[src/rtl/qdr_rst_seq_pkg.sv]
// qdr_rst_seq_pkg: state encodings and counter width helper for the QDR reset sequencer
package qdr_rst_seq_pkg;

    typedef enum logic [2:0] {
        S_WAIT_LOCK = 3'd0,
        S_STABLE    = 3'd1,
        S_RELEASE   = 3'd2,
        S_CAL_WAIT  = 3'd3,
        S_RUN       = 3'd4,
        S_FAIL      = 3'd5
    } state_t;

    function automatic int cnt_w(input int n);
        return $clog2(n) + 1;
    endfunction

endpackage

[src/rtl/qdr_sync2.sv]
// qdr_sync2: generic two-flop synchronizer with synchronous active-low clear
module qdr_sync2 #(
    parameter int WIDTH = 1
) (
    input  logic             clk,
    input  logic             rst_n,
    input  logic [WIDTH-1:0] d,
    output logic [WIDTH-1:0] q
);

    logic [WIDTH-1:0] meta;

    // two stages give the first flop a full cycle to resolve
    always_ff @(posedge clk) begin
        if (!rst_n) {q, meta} <= '0;
        else        {q, meta} <= {meta, d};
    end

endmodule

[src/rtl/qdr_rst_seq.sv]
// qdr_rst_seq: lock debounce, staggered channel reset release and calibration supervision
module qdr_rst_seq
    import qdr_rst_seq_pkg::*;
#(
    parameter int NUM_CH             = 2,
    parameter int LOCK_STABLE_CYCLES = 256,
    parameter int RST_STAGGER        = 16,
    parameter int CAL_TIMEOUT_CYCLES = 1048576,
    parameter int MAX_RETRY          = 3
) (
    input  logic              sys_clk,
    input  logic              sys_rst_n,
    input  logic              locked,
    input  logic [NUM_CH-1:0] cal_done,
    input  logic [NUM_CH-1:0] compare_error,
    input  logic              err_clr,
    output logic [NUM_CH-1:0] mem_rst,
    output logic              all_cal_done,
    output logic              fail,
    output logic [NUM_CH-1:0] cal_timeout,
    output logic [NUM_CH-1:0] error_sticky,
    output logic [3:0]        retry_cnt,
    output logic [2:0]        state_o
);

    localparam int CW = cnt_w(LOCK_STABLE_CYCLES > RST_STAGGER ? LOCK_STABLE_CYCLES : RST_STAGGER);
    localparam int TW = cnt_w(CAL_TIMEOUT_CYCLES);
    localparam int IW = cnt_w(NUM_CH);
    localparam logic [CW-1:0] LOCK_LAST = CW'(LOCK_STABLE_CYCLES - 1);
    localparam logic [CW-1:0] STAG_LAST = CW'(RST_STAGGER - 1);
    localparam logic [TW-1:0] TO_LAST   = TW'(CAL_TIMEOUT_CYCLES - 1);
    localparam logic [IW-1:0] CH_LAST   = IW'(NUM_CH - 1);
    localparam logic [3:0]    MAX_R     = 4'(MAX_RETRY);

    state_t            state, state_d;
    logic              lock_s;
    logic [CW-1:0]     cnt, cnt_d;
    logic [IW-1:0]     idx, idx_d;
    logic [TW-1:0]     timer, timer_d;
    logic [NUM_CH-1:0] mem_rst_d, cal_to_d, err_d;
    logic [3:0]        retry_d;
    logic              acd_d;

    qdr_sync2 #(.WIDTH(1)) u_lock_sync (
        .clk   (sys_clk),
        .rst_n (sys_rst_n),
        .d     (locked),
        .q     (lock_s)
    );

    assign state_o = state;
    assign fail    = (state == S_FAIL);

    // next-state, counters and status updates; lock loss takes priority over progress
    always_comb begin
        state_d   = state;
        cnt_d     = '0;
        idx_d     = idx;
        timer_d   = '0;
        mem_rst_d = mem_rst;
        retry_d   = retry_cnt;
        cal_to_d  = cal_timeout;
        case (state)
            S_WAIT_LOCK: state_d = lock_s ? S_STABLE : S_WAIT_LOCK;
            S_STABLE: begin
                if (!lock_s) state_d = S_WAIT_LOCK;
                else if (cnt == LOCK_LAST) begin
                    state_d = S_RELEASE;
                    idx_d   = '0;
                end else cnt_d = cnt + 1'b1;
            end
            S_RELEASE: begin
                if (!lock_s) state_d = S_WAIT_LOCK;
                else begin
                    if (cnt == '0) mem_rst_d = mem_rst & ~(NUM_CH'(1) << idx);
                    if (cnt != STAG_LAST) cnt_d = cnt + 1'b1;
                    else if (idx == CH_LAST) state_d = S_CAL_WAIT;
                    else idx_d = idx + 1'b1;
                end
            end
            S_CAL_WAIT: begin
                if (!lock_s) state_d = S_WAIT_LOCK;
                else if (&cal_done) state_d = S_RUN;
                else if (timer == TO_LAST) begin
                    cal_to_d = ~cal_done;
                    retry_d  = (retry_cnt == 4'hF) ? retry_cnt : retry_cnt + 1'b1;
                    state_d  = (retry_cnt < MAX_R) ? S_WAIT_LOCK : S_FAIL;
                end else timer_d = timer + 1'b1;
            end
            S_RUN:   state_d = lock_s ? S_RUN : S_WAIT_LOCK;
            S_FAIL:  state_d = S_FAIL;
            default: state_d = S_WAIT_LOCK;
        endcase
        if (state_d == S_WAIT_LOCK || state_d == S_FAIL) mem_rst_d = '1;
        acd_d = lock_s && (state == S_CAL_WAIT || state == S_RUN) && (&cal_done);
        err_d = (error_sticky & ~{NUM_CH{err_clr}}) | (compare_error & cal_done & ~mem_rst);
    end

    // state and status registers
    always_ff @(posedge sys_clk) begin
        if (!sys_rst_n) begin
            state        <= S_WAIT_LOCK;
            cnt          <= '0;
            idx          <= '0;
            timer        <= '0;
            mem_rst      <= '1;
            retry_cnt    <= '0;
            cal_timeout  <= '0;
            all_cal_done <= 1'b0;
            error_sticky <= '0;
        end else begin
            state        <= state_d;
            cnt          <= cnt_d;
            idx          <= idx_d;
            timer        <= timer_d;
            mem_rst      <= mem_rst_d;
            retry_cnt    <= retry_d;
            cal_timeout  <= cal_to_d;
            all_cal_done <= acd_d;
            error_sticky <= err_d;
        end
    end

endmodule
[config.mk]
export PLATFORM = sky130hd
export DESIGN_NAME = qdr_rst_seq
export DESIGN_NICKNAME = d
export VERILOG_FILES = /design/src/rtl/qdr_rst_seq_pkg.sv /design/src/rtl/qdr_sync2.sv /design/src/rtl/qdr_rst_seq.sv
export SDC_FILE = /design/constraint.sdc
export NUM_CORES = 1
export LEC_CHECK = 0
export CAP_MARGIN = 30
export CORE_MARGIN = 2
export CORE_UTILIZATION = 56
export DETAILED_ROUTE_END_ITERATION = 16
export PLACE_DENSITY = 0.77
export SYNTH_ARGS = -nofsm -noshare
export SYNTH_HDL_FRONTEND = slang
export SYNTH_SLANG_ARGS = --single-unit
[constraint.sdc]
create_clock -name sys_clk -period 3.3 [get_ports sys_clk]
set_clock_uncertainty 0.2 [all_clocks]
set_input_delay 0.66 -clock sys_clk [delete_from_list [all_inputs] [get_ports sys_clk]]
set_output_delay 0.66 -clock sys_clk [all_outputs]
set_load 0.05 [all_outputs]
==> impl_metrics.csv <==
group,metric,value,unit
run_status,outcome,"completed",
yosys,synth_fp_nets,273,
clocking,numCtsBuffers,5,
critical_path,path_class,"register to output pin",
critical_path,cpPeakStageDelay,0.81,ns
critical_path,slowest_stage,"clkdlybuf4s50_1",
yosys,yosys_warnings,0,
die,fp.dieH,67.2,microns
placed_design,numPortBuffers,22,
routing,vias_per_cell,5.31,
critical_path,worstSetupStartpointType,"register",
clocking,cts_setup_buffers,0,
yosys,dominantRegCellSynth,"dfxtp_1",
power_and_ir_drop,total_power,1010,uW
critical_path,path_depth,2,
timing,worst_slew_pin_slew,0.528,ns
critical_path,path_buf_inv,1,
die,io_pins,23,
timing,rsz0062_at_grt,"no",
die,core,3740,sq um
yosys,netlist_area,2240,sq um
routing,drc,0,
grt,grt_max_degree,22,
clocking,htreeDepth,2,
routing,dr_total_vias,1748,
critical_path,cp_max_fo,13,
finish,post-route-util,69.5,%
yosys,synthCells,257,
die,dieArea,4520,sq um
routing,totalWireLength,3940,microns
routing,wl_per_cell,12.0,microns
yosys,yosysUniqueCellTypes,45,
placed_design,gp_congestion,0.756,
grt,grt_pass1_wl,6730,microns
grt,grt-ovfl-total,0,
routing,detailedRoute.firstIterationViolations,93,
yosys,synth_area_leaders,"dfxtp_1 (43%), nor2_1 (7.2%), xnor2_1 (6.3%)",
timing,fin_crit_sh,83.7,%
clocking,ctsLongestPathBuffers,2,
run,maxCapViolCount,0,
die,start_util,59.8,%
power_and_ir_drop,pwr_density_cell,388,nW/um^2
power_and_ir_drop,p_leak,0.000890,uW
critical_path,cp_cell_sequence,"and3_1 > clkdlybuf4s50_1",
routing,dr.pass1.iters,4,
clocking,cts_tree,"yes",
yosys,synth_top_area_share,42.9,%
timing,fin_crit,2.76,ns
critical_path,critPathArrivalTime,1.90,ns
grt,grt_usage,19.4,%
timing,fmax,362,MHz
finish,diodes,0,
yosys,synth_edf_count,0,
min_path,hold_depth,1,
critical_path,critPathTopFamily,"buffers and inverters",
placed_design,dp_hpwl,2880,microns
timing,max_slew_margin,64.7,%
critical_path,r2r_cells,10,
timing,setup_tns,0,ns
critical_path,reg2reg_slack,0.76,ns
grt,antenna_found_initial,0,
timing,finalSetupViolCount,0,
die,die_w,67.2,microns
timing,report.final.hold_viol_count,0,
yosys,synth_largest_area_cell,"dfxtp_1",
die,rows,22,
yosys,synth.avg_cell_area,8.71,sq um
clocking,clk_pin_slew,0.09,ns
power_and_ir_drop,ir_worst_vdd,414,uV
yosys,synthArstFlopShare,0,%
yosys,ys_seq_elements,48,
clocking,cts.sinks,48,
clocking,cts_hold_buf,0,
finish,nets,296,
critical_path,cp.required,2.44,ns
yosys,ys_seq_area_share,42.9,%
grt,grt_pass1_vias,1607,
clocking,cts.repair.resized,0,
clocking,clkLatencyLatePin,0.29,ns
routing,antenna_left,0,
finish,drive_gt1_share,6.76,%
clocking,cts_root_buffer,"clkbuf_8",
timing,finalMaxSlewViolations,0,
critical_path,endpoint_kind,"output pin",
min_path,hold_path_class,"register to register",
finish,fillers,322,
finish,syn2layout_area_growth,16.3,%
[synthesized netlist by cell type (4+ instances only)]
cell and instances:
a21oi_1 8, and2_1 6, and3_1 6, buf_2 4, dfxtp_1 48, ha_1 8, inv_1 15, nand2_1 24
nand3_1 14, nand4_1 7, nor2_1 43, nor3_1 6, xnor2_1 16, xor2_1 11
[kinds of logic (layout without fill, tap and decap cells)]
group           Yosys count  after routing  synth area share, %
simple gates            125            125                 29.0
flops                    48             48                 42.9
xor+xnor                 27             27                 10.6
compound gates           26             26                 8.72
buf+inv                  22             46                 3.91
fa+ha+maj                 8              8                 4.47
mux                       1              1                0.447
[per-stage QoR]
stage | hold WS [ns] | setup WS (ns) | std cells | cell area, sq um
floorplan | 0.212 | 0.944 | 257 | 2240
CTS | 0.256 | 0.535 | 329 | 2600
global route | 0.272 | 0.468 | 329 | 2600
detailed placement | 0.238 | 0.784 | 321 | 2490
finish | 0.251 | 0.538 | 329 | 2600
global placement | 0.213 | 0.847 | 321 | 2490
[path summary, 6_finish.rpt]
check / start / to
min: u_lock_sync.meta / u_lock_sync.q
max: state_o[2] / fail
min reg2reg: u_lock_sync.meta / u_lock_sync.q
max reg2reg: cnt[0] / idx[1]
[where the power goes]
group	switching [uW]	total, uW	internal (uW)
Sequential	2.12	582	580
Clock	182	407	225
Combinational	9.98	21.4	11.4
Total	194	1010	816
[flip-flops by register name, summed over array words and instances, names as in the netlist]
name and flops:
mem_rst 2, retry_cnt 4, u_lock_sync.q 1, error_sticky 2, cnt 9, idx 2, cal_timeout 2, state_o 3
all_cal_done 1, timer 21, u_lock_sync.meta 1
[cell usage in the layout (no fill, tap or decap), types with 2 or more instances in the layout]
cell type,instances
dfxtp_1,48
nor2_1,43
nand2_1,24
clkdlybuf4s50_1,22
xnor2_1,16
inv_1,15
nand3_1,14
xor2_1,11
a21oi_1,8
ha_1,8
nand4_1,7
and3_1,6
nor3_1,6
and2_1,6
clkbuf_8,5
o21ai_1,3
nor3b_2,2
nor2b_1,2
o41ai_1,2
nand3b_1,2
o211a_1,2
o22ai_1,2
[area by class of cell]
type / count / area (sq um) / share of cell area [%]
Sequential cell: 48 / 961 / 36.9
Clock buffer: 6 / 72.6 / 2.79
Timing Repair Buffer: 23 / 228 / 8.75
Tap cell: 48 / 60.1 / 2.31
Inverter: 15 / 56.3 / 2.16
Clock inverter: 2 / 35.0 / 1.35
Multi-Input combinational cell: 187 / 1190 / 45.7
[per-layer routing]
layer | wire length (microns) | part of all wire, % | GRT usage [%] | vias to the layer above
li1 | - | - | - | 911
met1 | 1880 | 48 | 23.1 | 799
met2 | 1810 | 46 | 34.3 | 31
met3 | 175 | 4.4 | 4.17 | 7
met4 | 68 | 1.7 | 6.89 | 0
met5 | 0 | 0 | 0 | -
No activity file was read; power rests on OpenSTA's default activity.
